## src/rtl/scroll_sequencer.sv

```systemverilog
// Frame sequencer: code FIFO, 3-cycle scroller load, 7-step scroll tick pass.
// Optional frame replay when starved: define SCROLL_SEQ_REPEAT_EN.
module scroll_sequencer #(
  parameter int          DEPTH    = 8,
  parameter int          TICK_DIV = 25_000_000,
  parameter logic [3:0]  BLANK    = 4'hF
) (
  input  logic                     clk,
  input  logic                     rst,
  input  logic                     wr_en,
  input  logic [3:0]               wr_data,
  input  logic                     rep_en,
  output logic                     full,
  output logic                     empty,
  output logic [$clog2(DEPTH):0]   level,
  output logic                     ovf,
  output logic                     rd,
  output logic [3:0]               dec,
  output logic                     tick,
  output logic                     busy,
  output logic                     frame_done
);

  localparam int AW = $clog2(DEPTH);
  localparam int LW = AW + 1;
  localparam int DW = $clog2(TICK_DIV);
  localparam logic [DW-1:0] DIV_LAST = DW'(TICK_DIV - 1);
  localparam logic [DW-1:0] DIV_PRE  = DW'(TICK_DIV - 2);

  typedef enum logic [2:0] {
    IDLE,
    LOAD,
    SCROLL,
    DONE
`ifdef SCROLL_SEQ_REPEAT_EN
    , LOAD_REP
`endif
  } state_t;

  state_t          state;
  logic [1:0]      cnt;
  logic [DW-1:0]   div;
  logic [2:0]      step;

  logic [3:0]      mem [DEPTH];
  logic [AW-1:0]   wptr;
  logic [AW-1:0]   rptr;
  logic            push;
  logic            pop;

  assign full  = (level == LW'(DEPTH));
  assign empty = (level == '0);
  assign push  = wr_en && !full;
  assign pop   = (state == LOAD);

`ifdef SCROLL_SEQ_REPEAT_EN
  logic [3:0] shadow [3];
`else
  logic unused_rep;
  assign unused_rep = rep_en;
`endif

  always_ff @(posedge clk) begin
    if (push) mem[wptr] <= wr_data;
  end

  // Pointers wrap naturally since DEPTH is a power of two.
  always_ff @(posedge clk or posedge rst) begin
    if (rst) begin
      wptr  <= '0;
      rptr  <= '0;
      level <= '0;
      ovf   <= 1'b0;
    end else begin
      if (push) wptr <= wptr + 1'b1;
      if (pop) rptr <= rptr + 1'b1;
      if (wr_en && full) ovf <= 1'b1;
      level <= level + LW'(push) - LW'(pop);
    end
  end

  always_ff @(posedge clk or posedge rst) begin
    if (rst) begin
      state      <= IDLE;
      cnt        <= '0;
      div        <= '0;
      step       <= '0;
      rd         <= 1'b0;
      tick       <= 1'b0;
      busy       <= 1'b0;
      frame_done <= 1'b0;
      dec        <= BLANK;
`ifdef SCROLL_SEQ_REPEAT_EN
      for (int i = 0; i < 3; i++) shadow[i] <= BLANK;
`endif
    end else begin
      unique case (state)
        IDLE: begin
          if (level >= LW'(3)) begin
            state <= LOAD;
            cnt   <= '0;
            rd    <= 1'b1;
            busy  <= 1'b1;
          end
        end
        LOAD: begin
          dec <= mem[rptr];
`ifdef SCROLL_SEQ_REPEAT_EN
          shadow[cnt] <= mem[rptr];
`endif
          if (cnt == 2'd2) begin
            state <= SCROLL;
            rd    <= 1'b0;
            div   <= '0;
            step  <= '0;
          end else begin
            cnt <= cnt + 2'd1;
          end
        end
`ifdef SCROLL_SEQ_REPEAT_EN
        LOAD_REP: begin
          dec <= shadow[cnt];
          if (cnt == 2'd2) begin
            state <= SCROLL;
            rd    <= 1'b0;
            div   <= '0;
            step  <= '0;
          end else begin
            cnt <= cnt + 2'd1;
          end
        end
`endif
        SCROLL: begin
          dec  <= BLANK;
          // Registered tick lands in the cycle where div is DIV_LAST.
          tick <= (div == DIV_PRE);
          if (div == DIV_LAST) begin
            div <= '0;
            if (step == 3'd6) begin
              state      <= DONE;
              frame_done <= 1'b1;
            end else begin
              step <= step + 3'd1;
            end
          end else begin
            div <= div + 1'b1;
          end
        end
        DONE: begin
          frame_done <= 1'b0;
`ifdef SCROLL_SEQ_REPEAT_EN
          if (level < LW'(3) && rep_en) begin
            state <= LOAD_REP;
            cnt   <= '0;
            rd    <= 1'b1;
          end else begin
            state <= IDLE;
            busy  <= 1'b0;
          end
`else
          state <= IDLE;
          busy  <= 1'b0;
`endif
        end
        default: begin
          state <= IDLE;
          busy  <= 1'b0;
        end
      endcase
    end
  end

endmodule

```

## config.mk

```make
export PLATFORM = sky130hd
export DESIGN_NAME = scroll_sequencer
export DESIGN_NICKNAME = d
export VERILOG_FILES = /design/src/rtl/scroll_sequencer.sv
export SDC_FILE = /design/constraint.sdc
export NUM_CORES = 1
export LEC_CHECK = 0
export BUFFER_PORTS_ARGS = -buffer_cell sky130_fd_sc_hd__buf_4
export CORE_AREA = 2 2 106 108
export CTS_BUF_LIST = sky130_fd_sc_hd__clkbuf_8
export DETAILED_ROUTE_END_ITERATION = 6
export DIE_AREA = 0 0 108 110
export PLACE_DENSITY = 0.66
export SLEW_MARGIN = 20
export SYNTH_ARGS = -nofsm -noshare
export SYNTH_HDL_FRONTEND = slang
export SYNTH_SLANG_ARGS = --single-unit
```

## constraint.sdc

```tcl
create_clock -name clk -period 5.26 [get_ports clk]
set_input_delay 0.526 -clock clk [delete_from_list [all_inputs] [get_ports clk]]
set_output_delay 0.526 -clock clk [all_outputs]
set_load 0.02 [all_outputs]
```

==> results of run 1 <==
[where the power goes]
| part | internal, W | switching, W |
|---|---|---|
| Sequential | 0.000744 | 0.0000500 |
| Clock | 0.000320 | 0.000247 |
| Combinational | 0.000109 | 0.000144 |
[per-layer routing]
metal / track usage, % / vias up / share of wire (%)
met5: 0 / - / 0
met4: 5.22 / 0 / 1.4
met3: 2.59 / 14 / 2.5
met2: 26.5 / 46 / 51
met1: 19.3 / 1423 / 45
li1: - / 1393 / -
[cell usage after synthesis (7+ instances only)]
cell / count / area [µm²]
clkbuf_1: 10 / 37.5
ha_1: 19 / 238
a31oi_1: 10 / 62.6
inv_1: 18 / 67.6
mux4_2: 8 / 180
nor2_1: 31 / 116
nand3_1: 21 / 105
dfrtp_1: 47 / 1180
xor2_1: 7 / 61.3
edfxtp_1: 32 / 961
nor3_1: 8 / 40.0
a21oi_1: 9 / 45.0
mux2i_1: 12 / 120
nand2_1: 39 / 146
o21ai_0: 14 / 70.1
nand4_1: 10 / 62.6
[stage by stage]
stage / util, % / total power [W] / instance area (µm²) / worst slack [ps]
floorplan: - / 0.000969 / 4170 / 2510
global placement: 41.6 / 0.00105 / 4450 / 2370
detailed placement: 41.6 / 0.00107 / 4450 / 2290
CTS: 43.9 / 0.00163 / 4690 / 2280
global route: 43.9 / 0.00170 / 4700 / 2030
finish: 43.9 / 0.00161 / 4700 / 2310
[registers in the layout, summed over array words and instances, names as in the netlist]
register,cells
tick,1
div,25
step,3
dec,4
wptr,3
busy,1
ovf,1
cnt,2
level,4
rptr,3
mem,32
rd,1
state,2
frame_done,1
[worst max-delay path, stage by stage, from the launching register on]
cell	delay (ps)
dfrtp_1	440
inv_1	100
ha_1	540
mux2i_1	150
buf_4	240
nor4_1	880
nand4_1	230
xor2_1	190
nor2_1	50
[layout make-up]
class / count / area, µm²
multi-input cells: 253 / 1790
inverters: 19 / 72.6
clock buffers: 9 / 124
fillers: 998 / 6000
flip-flops and latches: 83 / 2240
clock inverters: 7 / 124
well taps: 140 / 175
repair buffers: 22 / 165
[worst paths after layout]
path | endpoint | cells past startpoint | slack [ps] | start
setup / recovery | div[23]$_DFFE_PP0P_ | 8 | 2310 | state[1]$_DFFE_PP0P_
hold / removal | rd$_DFFE_PP0P_ | 2 | 340 | rst
setup reg to reg | div[23]$_DFFE_PP0P_ | 8 | 2310 | state[1]$_DFFE_PP0P_
hold reg to reg | ovf$_DFFE_PP0P_ | 1 | 470 | ovf$_DFFE_PP0P_
max in group asynchronous | div[4]$_DFFE_PP0P_ | 2 | 4380 | rst
min in group clk | ovf$_DFFE_PP0P_ | 2 | 380 | wr_en
[kinds of logic after synthesis]
logic type,Yosys count,synth area share [%]
and+or+nand+nor,138,16.8
DFF,83,53.8
adders and majority gates,20,6.18
buffers and inverters,33,3.18
xor gates and xnor gates,11,2.31
muxes,22,7.75
AOI/OAI and AO/OA,62,10.0
==> run_results.csv, run 1 <==
group,metric,value,unit
route,drt-initial-drc-count,140,
layout,layout_common_cells,"47 x dfrtp_1, 39 x nand2_1, 32 x edfxtp_1, 31 x nor2_1, 22 x buf_4",
clock_tree,clk_pin_slew,90,ps
place,gp_congestion,0.751,
status,status,"finished, final reports clean",
clock_tree,clkSinkCount,83,
clock_tree,root_buffer,"clkbuf_8",
grt,grt_first_pass_wirelength,14100,µm
route,drc,0,
place,port_buffers,21,
timing,tns,0,ps
timing,whs,343,ps
synth,syn_inst,369,
place,dpl.cell_count,517,
route,drt_wl_total,8290,µm
synth,synth-edff-count,32,
route,routed_via_density,5.40,
route,dr.pass1.iters,4,
clock_tree,hold_buffers,0,
timing,relSlewSlack,32.3,%
hold_path,min_path_type,"primary input to async pin",
timing,finClkSkew,8.47,ps
timing,max_freq,339,MHz
synth,yosys_register_bits,83,
synth,synth-seq-area-share,53.8,%
floorplanning,core,10700,µm²
grt,antenna_found_initial,0,
synth,ys_types,55,
clock_tree,h-tree-depth,3,
layout,final_cells,533,
layout,layout_commonest_cell,"dfrtp_1",
critical_path,arrival,3180,ps
grt,grt_pass1_vias,2867,
grt,overflow,0,
place,dp_hpwl,5810,µm
timing,hold_violations,0,
grt,grt_max_degree,52,
floorplanning,row_count,38,
synth,yosysWarnings,0,
synth,synth_fp_nets,397,
floorplanning,boundaryPins,23,
critical_path,critical_path_required,5490,ps
synth,synth-async-reset-ratio,61.4,%
clock_tree,numCtsBuffers,9,
clock_tree,cts_resized,0,
critical_path,start_kind,"register",
critical_path,critPathMaxFanout,21,
layout,fin_nets,416,
route,vias,2876,
timing,fin_crit_sh,56.1,%
critical_path,critPathKind,"register to register",
pwr,p_per_area,344,nW/µm²
timing,tightestPinTransition,1010,ps
floorplanning,die_x,108,µm
floorplanning,dieHeight,110,µm
timing,layout_min_cycle_time,2950,ps
floorplanning,fp.dieArea,11900,µm²
clock_tree,cts_buffer_depth,2,
route,antenna_left,0,
run,max-cap-violations,0,
pwr,vdd_ir_drop_max,249,µV
layout,n_antenna_cell,0,
layout,area_growth_syn_to_layout,12.7,%
synth,syn_area_per_cell,11.3,µm²
synth,synth_ff_type,"dfrtp_1",
pwr,p_leak,1.92,nW
clock_tree,postCtsSetupBuffers,0,
synth,syn_area,4170,µm²
layout,final_layout_size_suffix_gt1_share,15.8,%
floorplanning,start_util,39.0,%
clock_tree,cts_tree,"yes",
timing,setup_violations,0,
grt,grt.total_usage,15.2,%
clock_tree,insertion_delay,350,ps
timing,rsz0062_at_grt,"false",
timing,drv_slew,0,
route,post_drt_wl_per_cell,15.5,µm
critical_path,endpoint_kind,"register",
Note: power is estimated with default switching activity, not from simulation.
==> run 2, diff against run 1 <==
==> constraint.sdc (replaced) <==
create_clock -name clk -period 3.1 [get_ports clk]
set_input_delay 0.31 -clock clk [delete_from_list [all_inputs] [get_ports clk]]
set_output_delay 0.31 -clock clk [all_outputs]
set_load 0.02 [all_outputs]
==> run_results.csv, run 2 (same netlist as run 1, synthesis figures left out) <==
group,metric,value,unit
status,status,"finished, final reports clean",
place,dp_hpwl,5970,µm
route,wl_met3,307,µm
route,drc,0,
grt,overflow,0,
layout,n_antenna_cell,0,
layout,final_layout_size_suffix_gt1_share,17.7,%
clock_tree,root_buffer,"clkbuf_8",
critical_path,arrival,2750,ps
critical_path,reg2reg_from,"div[0]$_DFFE_PP0P_",
floorplanning,boundaryPins,23,
critical_path,r2r_cells,6,
timing,tns,0,ps
hold_path,min_path_type,"primary input to async pin",
clock_tree,cts_buffer_depth,2,
route,highest_layer,"met4",
route,wl_met1,3770,µm
floorplanning,dieHeight,110,µm
floorplanning,die_x,108,µm
critical_path,endpoint_kind,"register",
pwr,p_leak,1.95,nW
grt,grt.total_usage,15.4,%
pwr,p_per_area,544,nW/µm²
layout,largest_register_ffs,32,
layout,layout_commonest_cell,"dfrtp_1",
timing,layout_min_cycle_time,2510,ps
clock_tree,hold_buffers,0,
route,post_drt_wl_per_cell,15.7,µm
floorplanning,fp.dieArea,11900,µm²
timing,tightestPinTransition,851,ps
timing,rsz0062_at_grt,"false",
timing,hold_violations,0,
route,routed_via_density,5.41,
clock_tree,cts_resized,0,
route,drt-initial-drc-count,156,
route,antenna_left,0,
grt,grt_max_degree,49,
clock_tree,postCtsSetupBuffers,0,
critical_path,start_kind,"register",
timing,whs,81.1,ps
clock_tree,cts_tree,"yes",
critical_path,critPathKind,"register to register",
route,vias,2933,
critical_path,critPathMaxFanout,17,
place,port_buffers,21,
clock_tree,h-tree-depth,3,
layout,fin_nets,425,
critical_path,critical_path_required,3340,ps
grt,grt_first_pass_wirelength,14200,µm
place,gp_congestion,0.797,
timing,relSlewSlack,43.2,%
floorplanning,core,10700,µm²
timing,setup_violations,0,
grt,antenna_found_initial,0,
clock_tree,numCtsBuffers,9,
layout,area_growth_syn_to_layout,13.3,%
run,max-cap-violations,0,
clock_tree,clkSinkCount,83,
layout,layout_common_cells,"47 x dfrtp_1, 39 x nand2_1, 32 x edfxtp_1, 31 x nor2_1, 31 x buf_4",
floorplanning,start_util,39.0,%
critical_path,reg2reg_slack,590,ps
pwr,vdd_ir_drop_max,455,µV
grt,grt_pass1_vias,2922,
layout,largest-register,"mem",
route,wl_met2,4340,µm
timing,drv_slew,0,
clock_tree,clk_pin_slew,100,ps
layout,fin_area,4720,µm²
timing,finClkSkew,8.95,ps
timing,max_freq,398,MHz
layout,largestRegisters,"mem: 32 flops, div: 25 flops",
timing,fin_crit_sh,81.0,%
clock_tree,insertion_delay,370,ps
critical_path,r2r_end,"div[13]$_DFFE_PP0P_",
route,drt_wl_total,8490,µm
place,dpl_cell_area,4510,µm²
route,dr.pass1.iters,4,
floorplanning,row_count,38,
[run 2: cell types whose count changed in the layout (fill, tap and decap cells not counted)]
cell        delta
buf_4          +9
bufinv_16      -3
clkinv_8       +2
inv_8          +2
clkinvlp_4     -1
[run 2: critical path: stages (launching register included)]
cell and delay [ps]:
dfrtp_1 440, ha_1 230, nand3_1 250, nor4_2 620
a21oi_2 360, nor2_1 400, nor2_1 90
[run 2: cell type report]
| type | instances | area, µm² |
|---|---|---|
| timing repair buffer | 31 | 233 |
| multi-input combinational | 253 | 1790 |
| inverter | 19 | 72.6 |
| fill | 1003 | 5980 |
| tap | 140 | 175 |
| clock inverter | 7 | 81.3 |
| sequential | 83 | 2240 |
| clock buffer | 9 | 124 |
[run 2: per-layer routing]
metal | vias up | global-route usage [%]
li1 | 1407 | -
met1 | 1458 | 19.7
met2 | 59 | 26.9
met3 | 9 | 3.06
met4 | 0 | 4.03
met5 | - | 0
[run 2: where the power goes]
part | switching [W] | total, W | internal, W
logic | 0.000245 | 0.000431 | 0.000186
clock network | 0.000470 | 0.000793 | 0.000323
registers | 0.0000830 | 0.00135 | 0.00126
total | 0.000799 | 0.00257 | 0.00177
[run 2: stage by stage]
stage / utilization (%) / total power [W] / setup slack (ps) / std cells
finish: 44.1 / 0.00257 / 589 / 542
global route: 44.1 / 0.00270 / 337 / 542
CTS: 44.1 / 0.00260 / 580 / 542
detailed placement: 42.2 / 0.00181 / 599 / 526
global placement: 42.2 / 0.00179 / 678 / 526
floorplan: - / 0.00164 / 345 / 369
[run 2: how the worst max path moves through the flow]
| stage | from | endpoint | slack [ps] | cells after the start |
|---|---|---|---|---|
| after floorplan | level[2]$_DFF_PP0_ | level[2]$_DFF_PP0_ | 350 | 11 |
| after global placement | div[9]$_DFFE_PP0P_ | div[15]$_DFFE_PP0P_ | 680 | 5 |
| after detailed placement | div[0]$_DFFE_PP0P_ | div[11]$_DFFE_PP0P_ | 600 | 6 |
| after CTS | div[0]$_DFFE_PP0P_ | div[13]$_DFFE_PP0P_ | 580 | 6 |
| after global routing | div[0]$_DFFE_PP0P_ | div[19]$_DFFE_PP0P_ | 340 | 6 |
| final | div[0]$_DFFE_PP0P_ | div[13]$_DFFE_PP0P_ | 590 | 6 |
==> run 3, diff against run 2 <==
==> constraint.sdc (replaced) <==
create_clock -name clk -period 2.55 [get_ports clk]
set_input_delay 0.255 -clock clk [delete_from_list [all_inputs] [get_ports clk]]
set_output_delay 0.255 -clock clk [all_outputs]
set_load 0.02 [all_outputs]
==> run_results.csv, run 3 (same netlist as run 1, synthesis figures left out) <==
group,metric,value,unit
status,status,"finished, final reports clean",
layout,layout_common_cells,"47 x dfrtp_1, 43 x buf_4, 39 x nand2_1, 32 x edfxtp_1, 31 x nor2_1",
pwr,p_int,0.00217,W
layout,fillers,1018,
route,routed_via_density,5.32,
pwr,power_switching,0.000974,W
pwr,vdd_ir_drop_max,441,µV
route,antenna_left,0,
timing,drv_slew,0,
clock_tree,insertion_delay,360,ps
layout,seq_area,2240,µm²
place,pre_cts_slack,221,ps
clock_tree,hold_buffers,0,
grt,grt_pass1_vias,2940,
floorplanning,boundaryPins,23,
clock_tree,clkSinkCount,83,
pwr,finalPower,0.00314,W
critical_path,arrival,2550,ps
critical_path,critPathMaxStageDelay,570,ps
clock_tree,root_buffer,"clkbuf_8",
timing,relSlewSlack,42.7,%
clock_tree,cts_tree,"yes",
clock_tree,postCtsSetupBuffers,0,
grt,overflow,0,
pwr,swShare,31.0,%
critical_path,critPathSlowestCell,"or4_4",
route,drt-initial-drc-count,154,
timing,fin_crit_sh,90.5,%
pwr,comb_power_share,17.4,%
critical_path,start_kind,"register",
route,dr.pass1.iters,4,
pwr,sequentialPowerShare,52.0,%
critical_path,endpoint_kind,"register",
critical_path,critPathBufInv,0,
clock_tree,cts_buffer_depth,2,
timing,tightestPinTransition,859,ps
timing,hold_violations,0,
grt,grt.total_usage,15.9,%
critical_path,crit_chain,"or4_4 > nor4_4 > a21oi_2 > nor2_1 > nor2_1",
timing,finClkSkew,12.1,ps
layout,n_antenna_cell,0,
layout,area_growth_syn_to_layout,15.5,%
clock_tree,clk_pin_slew,100,ps
route,post_drt_wl_per_cell,15.7,µm
critical_path,crit_top_cell,"nor2_1",
grt,grt_max_degree,40,
layout,fin_nets,437,
floorplanning,fp.dieArea,11900,µm²
clock_tree,numCtsBuffers,9,
run,max-cap-violations,0,
critical_path,crit_family,"simple AND/OR/NAND/NOR gates",
timing,layout_min_cycle_time,2310,ps
place,port_buffers,21,
timing,rsz0062_at_grt,"false",
pwr,p_leak,2.01,nW
floorplanning,die_x,108,µm
route,drt_wl_total,8700,µm
floorplanning,dieHeight,110,µm
layout,largest_register_ffs,32,
pwr,p_per_area,652,nW/µm²
pwr,p_clk_share,30.6,%
critical_path,critPathMaxFanout,13,
critical_path,critPathKind,"register to register",
layout,layout_commonest_cell,"dfrtp_1",
grt,antenna_found_initial,0,
critical_path,critical_path_required,2790,ps
timing,whs,67.6,ps
floorplanning,core,10700,µm²
timing,fin_ws,242,ps
grt,grt_first_pass_wirelength,14600,µm
place,dp_hpwl,6310,µm
clock_tree,h-tree-depth,3,
floorplanning,start_util,39.0,%
timing,max_freq,433,MHz
layout,largestRegisters,"mem: 32 flops, div: 25 flops",
place,gp_congestion,0.837,
layout,largest-register,"mem",
floorplanning,row_count,38,
layout,multiInputGateArea,1800,µm²
clock_tree,cts_resized,0,
route,vias,2948,
route,drc,0,
hold_path,min_path_type,"primary input to async pin",
timing,setup_violations,0,
timing,tns,0,ps
layout,final_layout_size_suffix_gt1_share,20.3,%
-- run 3: worst paths after layout --
path                                    start             endpoint  slack [ps]  cells after the start
max                        div[9]$_DFFE_PP0P_  div[13]$_DFFE_PP0P_         240                      5
max reg2reg                div[9]$_DFFE_PP0P_  div[13]$_DFFE_PP0P_         240                      5
max in group asynchronous                 rst  step[0]$_DFFE_PP0P_        1830                      3
min in group clk                        wr_en      ovf$_DFFE_PP0P_          90                      2
min                                       rst   level[3]$_DFF_PP0_          70                      2
min reg2reg                   ovf$_DFFE_PP0P_      ovf$_DFFE_PP0P_         480                      1
-- run 3: per-stage QoR --
stage	instance area [µm²]	util (%)	instances
6_report	4810	45.0	554
5_1_grt	4810	45.0	554
4_1_cts	4810	45.0	554
3_5_place_dp	4610	43.1	538
3_3_place_gp	4610	43.1	538
2_1_floorplan	4170	-	369
-- run 3: power by group through the flow --
stage / combinational (W) / clock (W) / sequential (W)
5_1_grt: 0.000620 / 0.00105 / 0.00165
3_3_place_gp: 0.000535 / 0 / 0.00165
6_report: 0.000545 / 0.000961 / 0.00163
4_1_cts: 0.000563 / 0.000996 / 0.00164
3_5_place_dp: 0.000560 / 0 / 0.00166
2_1_floorplan: 0.000317 / 0 / 0.00169
-- run 3: per-layer routing --
metal	vias up	wire length, µm	share of wire, %	global-route usage (%)
met5	-	0	0	0
met1	1469	3860	44	19.3
met4	0	82	0.94	3.85
met2	43	4470	51	28.7
met3	9	285	3.3	3.76
li1	1427	-	-	-
-- run 3: layout make-up --
cell class | instances | share of cell area [%]
Clock buffer | 9 | 2.57
Sequential cell | 83 | 46.6
Multi-Input combinational cell | 253 | 37.3
Timing Repair Buffer | 43 | 6.70
Clock inverter | 7 | 1.69
Tap cell | 140 | 3.64
Inverter | 19 | 1.48
